File: src/rtl/univ_reg_pkg.sv
// Shared types and helpers for the universal register: opcodes, FSM states, shift-direction decode.
package univ_reg_pkg;

    typedef enum logic [2:0] {
        OP_HOLD = 3'd0,
        OP_LOAD = 3'd1,
        OP_SHL  = 3'd2,
        OP_SHR  = 3'd3,
        OP_ROL  = 3'd4,
        OP_ROR  = 3'd5,
        OP_INC  = 3'd6,
        OP_DEC  = 3'd7
    } op_e;

    typedef enum logic {
        ST_IDLE  = 1'b0,
        ST_SHIFT = 1'b1
    } state_e;

    // Bits move toward the MSB for SHL/ROL, toward the LSB otherwise.
    function automatic logic shift_left(op_e op);
        return (op == OP_SHL) || (op == OP_ROL);
    endfunction

    function automatic logic is_rotate(op_e op);
        return (op == OP_ROL) || (op == OP_ROR);
    endfunction

    function automatic logic is_shift_op(op_e op);
        return (op == OP_SHL) || (op == OP_SHR) || (op == OP_ROL) || (op == OP_ROR);
    endfunction

endpackage

File: src/rtl/univ_reg_if.sv
// Request/result bundle between the ALU datapath and the universal register.
interface univ_reg_if #(
    parameter int unsigned W    = 8,
    parameter int unsigned SH_W = $clog2(W) + 1
);
    import univ_reg_pkg::*;

    logic            start;
    op_e             op;
    logic [SH_W-1:0] amt;
    logic            sin;
    logic [W-1:0]    in;
    logic [W-1:0]    out;
    logic            cout;
    logic            busy;
    logic            done;

    modport master (
        output start, op, amt, sin, in,
        input  out, cout, busy, done
    );

    modport slave (
        input  start, op, amt, sin, in,
        output out, cout, busy, done
    );

endinterface

File: src/rtl/univ_reg_shift1.sv
// Combinational single-bit shift/rotate of a W-bit word; returns next word and the bit moved out.
module univ_reg_shift1
    import univ_reg_pkg::*;
#(
    parameter int unsigned W = 8
) (
    input  logic [W-1:0] word,
    input  op_e          op,
    input  logic         sin,
    output logic [W-1:0] next_c,
    output logic         bit_c
);

    logic fill;

    // A rotate refills the vacated end with the very bit that left the other end.
    always_comb begin
        bit_c  = shift_left(op) ? word[W-1] : word[0];
        fill   = is_rotate(op) ? bit_c : sin;
        next_c = shift_left(op) ? {word[W-2:0], fill} : {fill, word[W-1:1]};
    end

endmodule

File: src/rtl/univ_reg.sv
// Universal W-bit register: hold/load/shift/rotate/inc/dec with a start/busy/done handshake.
// Optional INC/DEC adder enabled by defining UNIV_REG_ARITH_EN; otherwise opcodes 6/7 act as HOLD.
module univ_reg
    import univ_reg_pkg::*;
#(
    parameter int unsigned W    = 8,
    parameter int unsigned SH_W = $clog2(W) + 1
) (
    input  logic       clk,
    input  logic       rst,
    univ_reg_if.slave  bus
);

    state_e          state_q, state_d;
    logic [W-1:0]    out_q, out_d;
    logic            cout_q, cout_d;
    logic            busy_q, busy_d;
    logic            done_q, done_d;
    logic [SH_W-1:0] cnt_q, cnt_d;
    op_e             op_q, op_d;
    logic            sin_q, sin_d;
    logic [W-1:0]    sh_word_c;
    logic            sh_bit_c;

    univ_reg_shift1 #(.W(W)) u_shift1 (
        .word   (out_q),
        .op     (op_q),
        .sin    (sin_q),
        .next_c (sh_word_c),
        .bit_c  (sh_bit_c)
    );

    always_ff @(posedge clk) begin
        if (!rst) begin
            state_q <= ST_IDLE;
            out_q   <= '0;
            cout_q  <= 1'b0;
            busy_q  <= 1'b0;
            done_q  <= 1'b0;
            cnt_q   <= '0;
            op_q    <= OP_HOLD;
            sin_q   <= 1'b0;
        end else begin
            state_q <= state_d;
            out_q   <= out_d;
            cout_q  <= cout_d;
            busy_q  <= busy_d;
            done_q  <= done_d;
            cnt_q   <= cnt_d;
            op_q    <= op_d;
            sin_q   <= sin_d;
        end
    end

    always_comb begin
        state_d = state_q;
        out_d   = out_q;
        cout_d  = cout_q;
        busy_d  = busy_q;
        done_d  = 1'b0;
        cnt_d   = cnt_q;
        op_d    = op_q;
        sin_d   = sin_q;

        case (state_q)
            ST_IDLE: begin
                if (bus.start) begin
                    done_d = 1'b1;
                    if (is_shift_op(bus.op)) begin
                        cout_d = 1'b0;
                        if (bus.amt != '0) begin
                            // Latch the request; the word only starts moving on the next edge.
                            cout_d  = cout_q;
                            done_d  = 1'b0;
                            busy_d  = 1'b1;
                            state_d = ST_SHIFT;
                            op_d    = bus.op;
                            sin_d   = bus.sin;
                            cnt_d   = (bus.amt > SH_W'(W)) ? SH_W'(W) : bus.amt;
                        end
                    end else begin
                        case (bus.op)
                            OP_LOAD: begin
                                out_d  = bus.in;
                                cout_d = 1'b0;
                            end
`ifdef UNIV_REG_ARITH_EN
                            OP_INC: {cout_d, out_d} = (W+1)'({1'b0, out_q}) + (W+1)'(1);
                            OP_DEC: begin
                                out_d  = out_q - W'(1);
                                cout_d = (out_q == '0);
                            end
`endif
                            default: ;
                        endcase
                    end
                end
            end
            ST_SHIFT: begin
                out_d  = sh_word_c;
                cout_d = sh_bit_c;
                cnt_d  = cnt_q - SH_W'(1);
                if (cnt_q == SH_W'(1)) begin
                    state_d = ST_IDLE;
                    busy_d  = 1'b0;
                    done_d  = 1'b1;
                end
            end
            default: state_d = ST_IDLE;
        endcase
    end

    assign bus.out  = out_q;
    assign bus.cout = cout_q;
    assign bus.busy = busy_q;
    assign bus.done = done_q;

endmodule

File: src/flat_wrapper.sv
// flat-port wrapper written by rule: the top's interface ports become plain ports
module univ_reg_flat import univ_reg_pkg::*;
#(
    parameter int unsigned W    = 8,
    parameter int unsigned SH_W = $clog2(W) + 1
)
  (clk, rst, bus_start, bus_op, bus_amt, bus_sin, bus_in, bus_out, bus_cout, bus_busy, bus_done);
  univ_reg_if #(.W(W), .SH_W(SH_W)) bus_i ();
  input  logic clk;
  input  logic rst;
  input wire logic [$bits(bus_i.start)-1:0] bus_start;
  input wire logic [$bits(bus_i.op)-1:0] bus_op;
  input wire logic [$bits(bus_i.amt)-1:0] bus_amt;
  input wire logic [$bits(bus_i.sin)-1:0] bus_sin;
  input wire logic [$bits(bus_i.in)-1:0] bus_in;
  output wire logic [$bits(bus_i.out)-1:0] bus_out;
  output wire logic [$bits(bus_i.cout)-1:0] bus_cout;
  output wire logic [$bits(bus_i.busy)-1:0] bus_busy;
  output wire logic [$bits(bus_i.done)-1:0] bus_done;
  assign bus_i.start = bus_start;
  assign bus_i.op = bus_op;
  assign bus_i.amt = bus_amt;
  assign bus_i.sin = bus_sin;
  assign bus_i.in = bus_in;
  assign bus_out = bus_i.out;
  assign bus_cout = bus_i.cout;
  assign bus_busy = bus_i.busy;
  assign bus_done = bus_i.done;
  univ_reg #(.W(W), .SH_W(SH_W)) u_core (.clk(clk), .rst(rst), .bus(bus_i));
endmodule
File: config.mk
export PLATFORM = sky130hd
export DESIGN_NAME = univ_reg_flat
export DESIGN_NICKNAME = d
export VERILOG_FILES = /design/src/rtl/univ_reg_pkg.sv /design/src/rtl/univ_reg_if.sv /design/src/rtl/univ_reg_shift1.sv /design/src/rtl/univ_reg.sv /design/src/flat_wrapper.sv
export SDC_FILE = /design/constraint.sdc
export NUM_CORES = 1
export LEC_CHECK = 0
export ABC_CLOCK_PERIOD_IN_PS = 2000
export CORE_ASPECT_RATIO = 0.6
export CORE_MARGIN = 2
export CORE_UTILIZATION = 35
export CTS_CLUSTER_DIAMETER = 40
export CTS_CLUSTER_SIZE = 24
export DETAILED_ROUTE_END_ITERATION = 10
export PLACE_DENSITY_LB_ADDON = 0.2
export REMOVE_ABC_BUFFERS = 1
export SYNTH_ARGS = -nofsm -noshare
export SYNTH_HDL_FRONTEND = slang
export SYNTH_SLANG_ARGS = --single-unit
File: constraint.sdc
create_clock -name clk -period 2 [get_ports clk]
set_clock_uncertainty 0.05 [all_clocks]
set_input_delay 0.5 -clock clk [delete_from_list [all_inputs] [get_ports clk]]
set_output_delay 0.5 -clock clk [all_outputs]
set_load 0.005 [all_outputs]
Word level (Yosys, flattened, before mapping)
Index checks and enable logic that the tools add are counted.
{"block": "classes", "mux": 32, "reduce_logical": 11, "bitwise_logic": 1, "magnitude_cmp": 1, "add_sub_neg": 1, "eq_ne": 17}
{"cell": "$mux 8", "n": 4}
{"cell": "$mux 1", "n": 18}
{"cell": "$mux 4", "n": 4}
{"cell": "$pmux 8 s2", "n": 1}
{"cell": "$eq 3x3->1 const B", "n": 4}
{"cell": "$eq 3x2->1 const B", "n": 3}
{"cell": "$reduce_and 3->1", "n": 3}
{"cell": "$ne 2x2->1 const B", "n": 4}
{"cell": "$pmux 1 s2", "n": 4}
{"cell": "$pmux 4 s2", "n": 1}
{"cell": "$reduce_and 4->1", "n": 2}
{"cell": "$logic_or 1x1->1", "n": 5}
{"cell": "$eq 4x1->1 const B", "n": 1}
{"cell": "$gt 4x4->1 const B", "n": 1}
{"cell": "$ne 2x1->1 const B", "n": 2}
{"cell": "$reduce_bool 4->1", "n": 1}
{"cell": "$sub 4x1->4 const B", "n": 1}
{"cell": "$eq 3x1->1 const B", "n": 1}
{"cell": "$ne 3x2->1 const B", "n": 1}
{"cell": "$ne 3x3->1 const B", "n": 1}
{"cell": "$not 1->1", "n": 1}
{"block": "word_totals", "output_inout_bits": 11, "regBits": 20, "inputBits": 19, "word_cells": 71}

Depth between registers and ports, before layout
Gate-level depths: netlist of run 1.
{"block": "logic_depth", "depth_word": 7, "depth_mapped": 5, "ltp_nobuf": 5}

Hierarchy
A second synthesis of run 1 with hierarchy kept.
{"block": "hier_totals", "hier_cells": 128, "hier_area_um2": 1248.7}
{"mod": "univ_reg", "area_each_um2": 1083.5, "cells_each": 109, "n_inst": 1, "seq_area_each_um2": 400.4}
{"mod": "univ_reg_shift1", "area_each_um2": 165.2, "cells_each": 19, "n_inst": 1, "seq_area_each_um2": 0.0}

Least setup slack after synthesis of run 1
OpenSTA, ideal clock, no wires.
{"block": "synth_timing", "path_type": "in2reg", "start": "in bus_amt[1]", "end": "reg u_core.op_q[1]", "setup_time_ns": 0.119, "t_required_ns": 1.831, "n_path_buf": 1, "path_slack_ns": 0.300, "arrival_ns": 1.531, "stages": 5, "cell_sequence": "or4_4 and4_1 buf_6 o21ai_0 a21oi_1"}
{"block": "synth_between", "elab_chain_cells": 2}
{"item": "from (decl)", "line": "flat_wrapper.sv:13", "rtl": "input wire logic [$bits(bus_i.amt)-1:0] bus_amt;"}
{"item": "$reduce_bool 4->1", "line": "univ_reg.sv:71", "rtl": "if (bus.amt != '0) begin"}
{"item": "$reduce_and 4->1 (no line)"}
{"item": "to (signal assigned)", "line": "univ_reg.sv:50", "rtl": "op_q <= op_d;"}
{"item": "to (decl)", "line": "univ_reg.sv:20", "rtl": "op_e op_q, op_d;"}
No other way between the ends.
A chain may end at the register's enable or synchronous reset.

Final worst setup path of run 1
{"block": "layout_timing", "start": "in bus_amt[1]", "end": "reg u_core.cout_q (netlist: u_core.bus.cout)"}
{"block": "layout_between", "elab_chain_cells": 3}
{"item": "$reduce_bool 4->1", "line": "univ_reg.sv:71"}
{"item": "$ne 3x3->1 (no line)"}
{"item": "$reduce_and 3->1 (no line)"}
{"item": "to (signal assigned)", "line": "univ_reg.sv:46", "rtl": "cout_q <= cout_d;"}
{"item": "to (decl)", "line": "univ_reg.sv:16", "rtl": "logic cout_q, cout_d;"}
No other way between the ends.

==> metrics.txt, run 1 <==
# TYPE chip_impl_metric gauge
chip_impl_metric{name="post_drt_via_cell_ratio",unit=""} 5.04
chip_impl_info{name="setup.worst_path.start_class",value="input pin"} 1
chip_impl_info{name="tritoncts_clock_tree",value="yes"} 1
chip_impl_metric{name="finish.net_count",unit=""} 187
chip_impl_metric{name="drt_pre_antenna_iters",unit=""} 4
chip_impl_metric{name="power_frac_comb",unit="%"} 26.7
chip_impl_metric{name="detail_route.iter0.violations",unit=""} 60
chip_impl_metric{name="setup_violators_final",unit=""} 0
chip_impl_metric{name="place_inst",unit=""} 202
chip_impl_metric{name="htree_num_levels",unit=""} 1
chip_impl_metric{name="grt.total_usage",unit="%"} 16.0
chip_impl_metric{name="congestion_overflow_gr",unit=""} 0
chip_impl_metric{name="clkSlewWorstSetupHoldPaths",unit="ps"} 70
chip_impl_metric{name="final_max_slew_viol_count",unit=""} 0
chip_impl_metric{name="dieHeight",unit="microns"} 47.8
chip_impl_metric{name="dpl-instance-area",unit="sq mm"} 0.00152
chip_impl_metric{name="stdcell_count",unit=""} 207
chip_impl_info{name="ctsRootBufferMaster",value="clkbuf_8"} 1
chip_impl_metric{name="ctsLongestPathBuffers",unit=""} 2
chip_impl_metric{name="fillers",unit=""} 290
chip_impl_metric{name="setup-tns-final",unit="ps"} 0
chip_impl_metric{name="clock.fmax",unit="GHz"} 0.513
chip_impl_metric{name="power.leakage",unit="nW"} 0.622
chip_impl_metric{name="layout_setup_ws",unit="ps"} 49.3
chip_impl_metric{name="fp.coreArea",unit="sq mm"} 0.00295
chip_impl_metric{name="layout.cell_area.non_filler",unit="sq mm"} 0.00160
chip_impl_metric{name="fin_total_pwr",unit="W"} 0.00107
chip_impl_metric{name="library_cells_used_by_synthesis",unit=""} 36
chip_impl_metric{name="synth_edf_count",unit=""} 0
chip_impl_metric{name="grt_pass1_wl",unit="microns"} 4390
chip_impl_metric{name="cp_data_required_time",unit="ps"} 2100
chip_impl_metric{name="cellPowerDensity",unit="mW/mm^2"} 669
chip_impl_info{name="hold_path_class",value="reg2reg"} 1
chip_impl_metric{name="initial_standard_cell_utilization_of_the_core",unit="%"} 37.9
chip_impl_metric{name="drc",unit=""} 0
chip_impl_metric{name="die_area",unit="sq mm"} 0.00368
chip_impl_metric{name="via_count",unit=""} 1044
chip_impl_metric{name="avgRoutedWirePerCell",unit="microns"} 13.7
chip_impl_metric{name="power.net_switching",unit="W"} 0.000295
chip_impl_info{name="outcome",value="finished clean"} 1
chip_impl_metric{name="cts_buffers",unit=""} 3
chip_impl_metric{name="grt_pass1_vias",unit=""} 913
chip_impl_metric{name="synth_area",unit="sq mm"} 0.00112
chip_impl_metric{name="synth_area_per_cell",unit="sq um"} 8.87
chip_impl_metric{name="multi_input_comb_area",unit="sq um"} 683
chip_impl_metric{name="placement_rows",unit=""} 15
chip_impl_metric{name="fin_crit",unit="ps"} 1950
chip_impl_metric{name="arrival",unit="ps"} 2050
chip_impl_metric{name="port-buffer-count",unit=""} 29
chip_impl_metric{name="grt_antenna_before_repair",unit=""} 0
chip_impl_metric{name="syn-instance-count",unit=""} 126
chip_impl_info{name="crit_path_end_kind",value="flop"} 1
chip_impl_metric{name="power.ir.vdd_worst",unit="mV"} 0.390
chip_impl_metric{name="final_hold_viol_count",unit=""} 0
chip_impl_info{name="layout_common_cells",value="clkdlybuf4s50_1, dfxtp_1, buf_4"} 1
chip_impl_metric{name="clkSinkCount",unit=""} 20
chip_impl_metric{name="antenna_left",unit=""} 0
chip_impl_metric{name="wirelength",unit="microns"} 2840
chip_impl_metric{name="seq_area",unit="sq um"} 400
chip_impl_info{name="synth_top_flop_cell",value="dfxtp_1"} 1
chip_impl_metric{name="slew_headroom",unit="%"} 66.7
chip_impl_metric{name="sequential_share_of_power",unit="%"} 44.5
chip_impl_metric{name="fraction_of_the_yosys_area_taken_by_sequential_cells",unit="%"} 35.8
chip_impl_metric{name="intPower",unit="W"} 0.000773
chip_impl_metric{name="pin_count_of_the_biggest_net_entering_global_routing",unit=""} 24
chip_impl_info{name="path_class",value="in2reg"} 1
chip_impl_metric{name="dieWidth",unit="microns"} 76.9
chip_impl_metric{name="yosys_register_bits",unit=""} 20
chip_impl_metric{name="maxCapViolations",unit=""} 0
chip_impl_metric{name="num_antenna_cells",unit=""} 0
chip_impl_metric{name="switching_share",unit="%"} 27.6
chip_impl_metric{name="final_min_period_over_clock_period",unit="%"} 97.5
chip_impl_info{name="layout_commonest_cell",value="clkdlybuf4s50_1"} 1
chip_impl_metric{name="hpwlAfterDp",unit="microns"} 2200
chip_impl_metric{name="io-pin-count",unit=""} 30
chip_impl_metric{name="ys.warnings.count",unit=""} 0
chip_impl_metric{name="final_layout_size_suffix_gt1_share",unit="%"} 17.6
chip_impl_metric{name="place_worst_setup_slack",unit="ps"} -264
chip_impl_metric{name="worst_skew_pair.late_latency",unit="ps"} 250
chip_impl_metric{name="power_frac_clock",unit="%"} 28.8
chip_impl_metric{name="area_growth_syn_to_layout",unit="%"} 42.8
chip_impl_metric{name="timing.critical_path.fanout_max",unit=""} 3
chip_impl_metric{name="gp_routability_congestion",unit=""} 0.762
chip_impl_metric{name="slew_at_the_pin_with_the_worst_max_slew_slack",unit="ps"} 498
chip_impl_metric{name="synthArstFlopShare",unit="%"} 0
## cells in the mapped netlist, drive strengths merged (3+ instances only)
master   n  area (sq um)
mux2     7          78.8
nor2b    5          31.3
a21oi   10          50.1
xor2     3          26.3
inv      3          11.3
nor3b    3          22.5
mux2i   12           120
dfxtp   20           400
clkbuf   5          18.8
nor2     6          25.0
nand3    3          15.0
nand2    9          33.8
o21ai   13          65.1
## sequential cells by signal, indices dropped and copies added, names as in the netlist
register         count
u_core.cnt_q         4
u_core.bus.out       8
u_core.state_q       1
u_core.bus.cout      1
u_core.op_q          3
u_core.bus.done      1
u_core.sin_q         1
u_core.bus.busy      1
## cells by family after synthesis
family | synth area share [%]
adder cells (fa/ha/maj) | 2.24
buffers and inverters | 4.14
multiplexers | 17.8
XOR/XNOR | 3.14
AO/OA/AOI/OAI | 17.9
AND/OR/NAND/NOR | 18.9
flip-flops | 35.8
## path summary, 6_finish.rpt
path / depth (start not counted) / from / endpoint / slack, ps
worst min register to register: 2 / u_core.cnt_q[1]$_SDFFE_PN0P_ / u_core.cnt_q[1]$_SDFFE_PN0P_ / 430
worst min-delay path: 2 / u_core.cnt_q[1]$_SDFFE_PN0P_ / u_core.cnt_q[1]$_SDFFE_PN0P_ / 430
worst max register to register: 4 / u_core.op_q[1]$_SDFFE_PN0P_ / u_core.bus.cout$_SDFFE_PN0P_ / 450
worst max-delay path: 5 / bus_amt[1] / u_core.bus.cout$_SDFFE_PN0P_ / 50
## area by class of cell
type	count	share of cell area (%)
multi-input combinational	96	42.8
clock buffer	4	3.45
tap	42	3.29
timing repair buffer	42	24.6
sequential	20	25.1
inverter	3	0.706
## through the flow
stage | hold slack, ps | util (%)
floorplan | 398 | -
global placement | 416 | 51.4
detailed placement | 423 | 51.4
CTS | 434 | 53.3
global route | 459 | 54.1
finish | 429 | 54.1
## routing by layer
layer	up-vias	part of all wire, %	wire, microns	global-route usage [%]
li1	535	-	-	-
met1	485	52	1470	21.5
met2	22	43	1210	25.8
met3	2	5.5	155	6.04
met4	0	0.28	8	2.18
met5	-	0	0	0
## power by group through the flow
stage          Clock (W)  Combinational [W]  Sequential [W]
2_1_floorplan          0           0.000140        0.000482
3_3_place_gp           0           0.000275        0.000482
3_5_place_dp           0           0.000279        0.000484
4_1_cts         0.000315           0.000280        0.000474
5_1_grt         0.000330           0.000315        0.000481
6_report        0.000308           0.000285        0.000475
## critical path: stages
cell and delay (ps):
clkdlybuf4s50_1 420, or4_4 550, nand2_1 100, a41oi_1 150, o31a_1 320
## repair_timing
action	in CTS	in global routing
setup buffers	0	1
hold endpoints to repair	0	0
endpoints found under the setup margin	0	10
resized for setup	0	9
hold buffers	0	0
No activity file was read; power rests on OpenSTA's default activity.
==> run 2, diff against run 1 <==
--- a/config.mk
+++ b/config.mk
@@ -5,10 +5,11 @@
 export SDC_FILE = /design/constraint.sdc
 export NUM_CORES = 1
 export LEC_CHECK = 0
-export ABC_CLOCK_PERIOD_IN_PS = 2000
+export ABC_CLOCK_PERIOD_IN_PS = 1600
 export CORE_ASPECT_RATIO = 0.6
 export CORE_MARGIN = 2
-export CORE_UTILIZATION = 35
+export CORE_UTILIZATION = 45
+export CTS_BUF_LIST = sky130_fd_sc_hd__clkbuf_4 sky130_fd_sc_hd__clkbuf_8
 export CTS_CLUSTER_DIAMETER = 40
 export CTS_CLUSTER_SIZE = 24
 export DETAILED_ROUTE_END_ITERATION = 10
==> constraint.sdc (replaced) <==
create_clock -name clk -period 1.6 [get_ports clk]
set_clock_uncertainty 0.05 [all_clocks]
set_input_delay 0.4 -clock clk [delete_from_list [all_inputs] [get_ports clk]]
set_output_delay 0.4 -clock clk [all_outputs]
set_load 0.005 [all_outputs]
==> run 2 against run 1 <==
  * Hold slack improved by 0.96 ps
  * Largest power group unchanged
  * First-iteration DRC count rose by 22%
  * Die area fell by 21%
  * Core utilization rose by 20 points
  * Via count rose by 7.4%
  * Setup slack got worse by 17 ps
  * Cell count fell by 3.9%
  * Count of clock-buffer cells in the layout fell by 1
==> metrics.txt, run 2 (synthesis gave the netlist of run 1 again) <==
# TYPE chip_impl_metric gauge
chip_impl_info{name="outcome",value="finished clean"} 1
chip_impl_metric{name="timing.critical_path.fanout_max",unit=""} 4
chip_impl_metric{name="cts_buffers",unit=""} 3
chip_impl_metric{name="clkSlewWorstSetupHoldPaths",unit="ps"} 70
chip_impl_metric{name="ctsLongestPathBuffers",unit=""} 2
chip_impl_metric{name="drt_pre_antenna_iters",unit=""} 4
chip_impl_metric{name="dpl-instance-area",unit="sq mm"} 0.00153
chip_impl_metric{name="grt_antenna_before_repair",unit=""} 0
chip_impl_metric{name="detail_route.iter0.violations",unit=""} 73
chip_impl_metric{name="final_max_slew_viol_count",unit=""} 0
chip_impl_metric{name="slew_at_the_pin_with_the_worst_max_slew_slack",unit="ps"} 380
chip_impl_metric{name="fin_crit",unit="ps"} 1570
chip_impl_metric{name="timing.reg2reg.worst_path_depth",unit=""} 4
chip_impl_metric{name="placement_rows",unit=""} 13
chip_impl_metric{name="wirelength",unit="microns"} 3230
chip_impl_metric{name="setup_violators_final",unit=""} 0
chip_impl_metric{name="place_worst_setup_slack",unit="ps"} -547
chip_impl_info{name="r2r-start",value="u_core.op_q[1]$_SDFFE_PN0P_"} 1
chip_impl_info{name="global_route.peak_usage_layer",value="met2"} 1
chip_impl_metric{name="via_count",unit=""} 1121
chip_impl_metric{name="hpwlAfterDp",unit="microns"} 2180
chip_impl_metric{name="maxCapViolations",unit=""} 0
chip_impl_metric{name="dieWidth",unit="microns"} 68.3
chip_impl_metric{name="use_met3",unit="%"} 7.26
chip_impl_info{name="tritoncts_clock_tree",value="yes"} 1
chip_impl_metric{name="drc",unit=""} 0
chip_impl_metric{name="layout.cell_area.non_filler",unit="sq mm"} 0.00167
chip_impl_metric{name="congestion_overflow_gr",unit=""} 0
chip_impl_metric{name="r2r_slack",unit="ps"} 120
chip_impl_metric{name="initial_standard_cell_utilization_of_the_core",unit="%"} 49.4
chip_impl_metric{name="arrival",unit="ps"} 1120
chip_impl_metric{name="fin_total_pwr",unit="W"} 0.00135
chip_impl_metric{name="num_antenna_cells",unit=""} 0
chip_impl_info{name="ctsRootBufferMaster",value="clkbuf_8"} 1
chip_impl_info{name="path_class",value="reg2out"} 1
chip_impl_metric{name="io-pin-count",unit=""} 30
chip_impl_metric{name="post_drt_via_cell_ratio",unit=""} 5.63
chip_impl_metric{name="final_layout_size_suffix_gt1_share",unit="%"} 26.0
chip_impl_info{name="layout_common_cells",value="clkdlybuf4s50_1, buf_4, dfxtp_1"} 1
chip_impl_info{name="setup_repair_after_global_routing_missed_its_margin",value="no"} 1
chip_impl_metric{name="antenna_left",unit=""} 0
chip_impl_info{name="slowest_stage",value="clkdlybuf4s50_1"} 1
chip_impl_metric{name="final_hold_viol_count",unit=""} 0
chip_impl_metric{name="grt_pass1_wl",unit="microns"} 4970
chip_impl_info{name="min_to",value="u_core.cnt_q[1]$_SDFFE_PN0P_"} 1
chip_impl_metric{name="grt.total_usage",unit="%"} 23.4
chip_impl_info{name="path_cells",value="clkdlybuf4s50_1"} 1
chip_impl_metric{name="clkSinkCount",unit=""} 20
chip_impl_metric{name="clock.fmax",unit="GHz"} 0.638
chip_impl_metric{name="power.leakage",unit="nW"} 0.745
chip_impl_metric{name="layout_setup_ws",unit="ps"} 32.2
chip_impl_metric{name="path_buf_inv",unit=""} 1
chip_impl_info{name="r2r_end",value="u_core.bus.cout$_SDFFE_PN0P_"} 1
chip_impl_metric{name="avgRoutedWirePerCell",unit="microns"} 16.2
chip_impl_metric{name="htree_num_levels",unit=""} 1
chip_impl_metric{name="hold-path-cell-count",unit=""} 2
chip_impl_metric{name="dieHeight",unit="microns"} 42.6
chip_impl_metric{name="fp.coreArea",unit="sq mm"} 0.00226
chip_impl_metric{name="area_growth_syn_to_layout",unit="%"} 49.6
chip_impl_metric{name="grt_pass1_vias",unit=""} 1026
chip_impl_info{name="worst_hold_startpoint",value="u_core.cnt_q[1]$_SDFFE_PN0P_"} 1
chip_impl_metric{name="cp_data_required_time",unit="ps"} 1150
chip_impl_metric{name="gr-usage-met1",unit="%"} 32.8
chip_impl_metric{name="grt_util_met2",unit="%"} 34.0
chip_impl_metric{name="port-buffer-count",unit=""} 29
chip_impl_metric{name="worst_skew_pair.late_latency",unit="ps"} 260
chip_impl_metric{name="layout.core_utilization",unit="%"} 73.9
chip_impl_metric{name="final_min_period_over_clock_period",unit="%"} 98.0
chip_impl_metric{name="fillers",unit=""} 150
chip_impl_info{name="crit_path_end_kind",value="primary output"} 1
chip_impl_metric{name="finish.net_count",unit=""} 192
chip_impl_metric{name="power.ir.vdd_worst",unit="mV"} 0.557
chip_impl_info{name="worst_path_dominant_cell_family",value="buffers and inverters"} 1
chip_impl_metric{name="cellPowerDensity",unit="mW/mm^2"} 807
chip_impl_metric{name="die_area",unit="sq mm"} 0.00291
chip_impl_info{name="hold_path_class",value="reg2reg"} 1
chip_impl_metric{name="gp_routability_congestion",unit=""} 0.771
chip_impl_metric{name="pin_count_of_the_biggest_net_entering_global_routing",unit=""} 24
chip_impl_metric{name="worst_path_largest_cell_delay",unit="ps"} 500
chip_impl_info{name="setup.worst_path.start_class",value="flop"} 1
chip_impl_metric{name="largest_register_ff_count",unit=""} 8
chip_impl_metric{name="slew_headroom",unit="%"} 74.4
-- run 2: changes by cell type in the layout (fill, tap and decap cells not counted), sizes merged --
cell | previous run | this run
clkdlybuf4s50 | 27 | 16
buf | 13 | 19
clkdlybuf4s15 | 0 | 2
dlygate4sd2 | 0 | 3
dlymetal6s2s | 2 | 5
clkbuf | 4 | 5
-- run 2: per-layer routing --
metal / vias up / routed length [microns]
met3: 6 / 198
met1: 536 / 1540
met5: - / 0
met2: 41 / 1460
li1: 538 / -
met4: 0 / 41
-- run 2: metrics by stage --
step	cells	hold slack, ps	TNS (ps)
5_1_grt	199	453	0
3_3_place_gp	192	416	-9020
6_report	199	430	0
3_5_place_dp	192	423	-9640
4_1_cts	195	433	0
2_1_floorplan	119	398	-3950
-- run 2: worst min-delay path: cells and delay by family, from the launching register on --
kind          cells  cell delay [ps]
flops             1              330
mux               1               50
simple gates      1               60
-- run 2: worst max path at each step --
| stage | start | cells after the start | endpoint |
|---|---|---|---|
| 4_1_cts | u_core.bus.out[1]$_SDFFE_PN0P_ | 1 | bus_out[1] |
| 5_1_grt | u_core.bus.out[4]$_SDFFE_PN0P_ | 1 | bus_out[4] |
| 3_5_place_dp | bus_op[2] | 6 | u_core.bus.out[4]$_SDFFE_PN0P_ |
| 3_3_place_gp | bus_start | 6 | u_core.bus.out[0]$_SDFFE_PN0P_ |
| 2_1_floorplan | bus_start | 4 | u_core.bus.out[0]$_SDFFE_PN0P_ |
| 6_report | u_core.bus.out[4]$_SDFFE_PN0P_ | 1 | bus_out[4] |
-- run 2: repair_timing --
action                     4_1_cts  5_1_grt
setup endpoints to repair       26       21
buffers inserted                 0        5
gates resized for setup         38       17
hold buffers                     0        0
pin swaps                        6        4
-- run 2: final cells by class --
class | instances | area [sq um] | share of cell area [%]
Timing Repair Buffer | 47 | 435 | 26.0
Inverter | 3 | 11.3 | 0.674
Tap cell | 30 | 37.5 | 2.25
Multi-Input combinational cell | 96 | 738 | 44.2
Clock buffer | 3 | 41.3 | 2.47
Sequential cell | 20 | 408 | 24.4
-- run 2: power breakdown --
part / total [W] / switching (W) / leakage (nW) / internal [W]
logic: 0.000424 / 0.000189 / 0.557 / 0.000235
registers: 0.000591 / 0.0000434 / 0.166 / 0.000547
clock network: 0.000334 / 0.000166 / 0.0216 / 0.000168
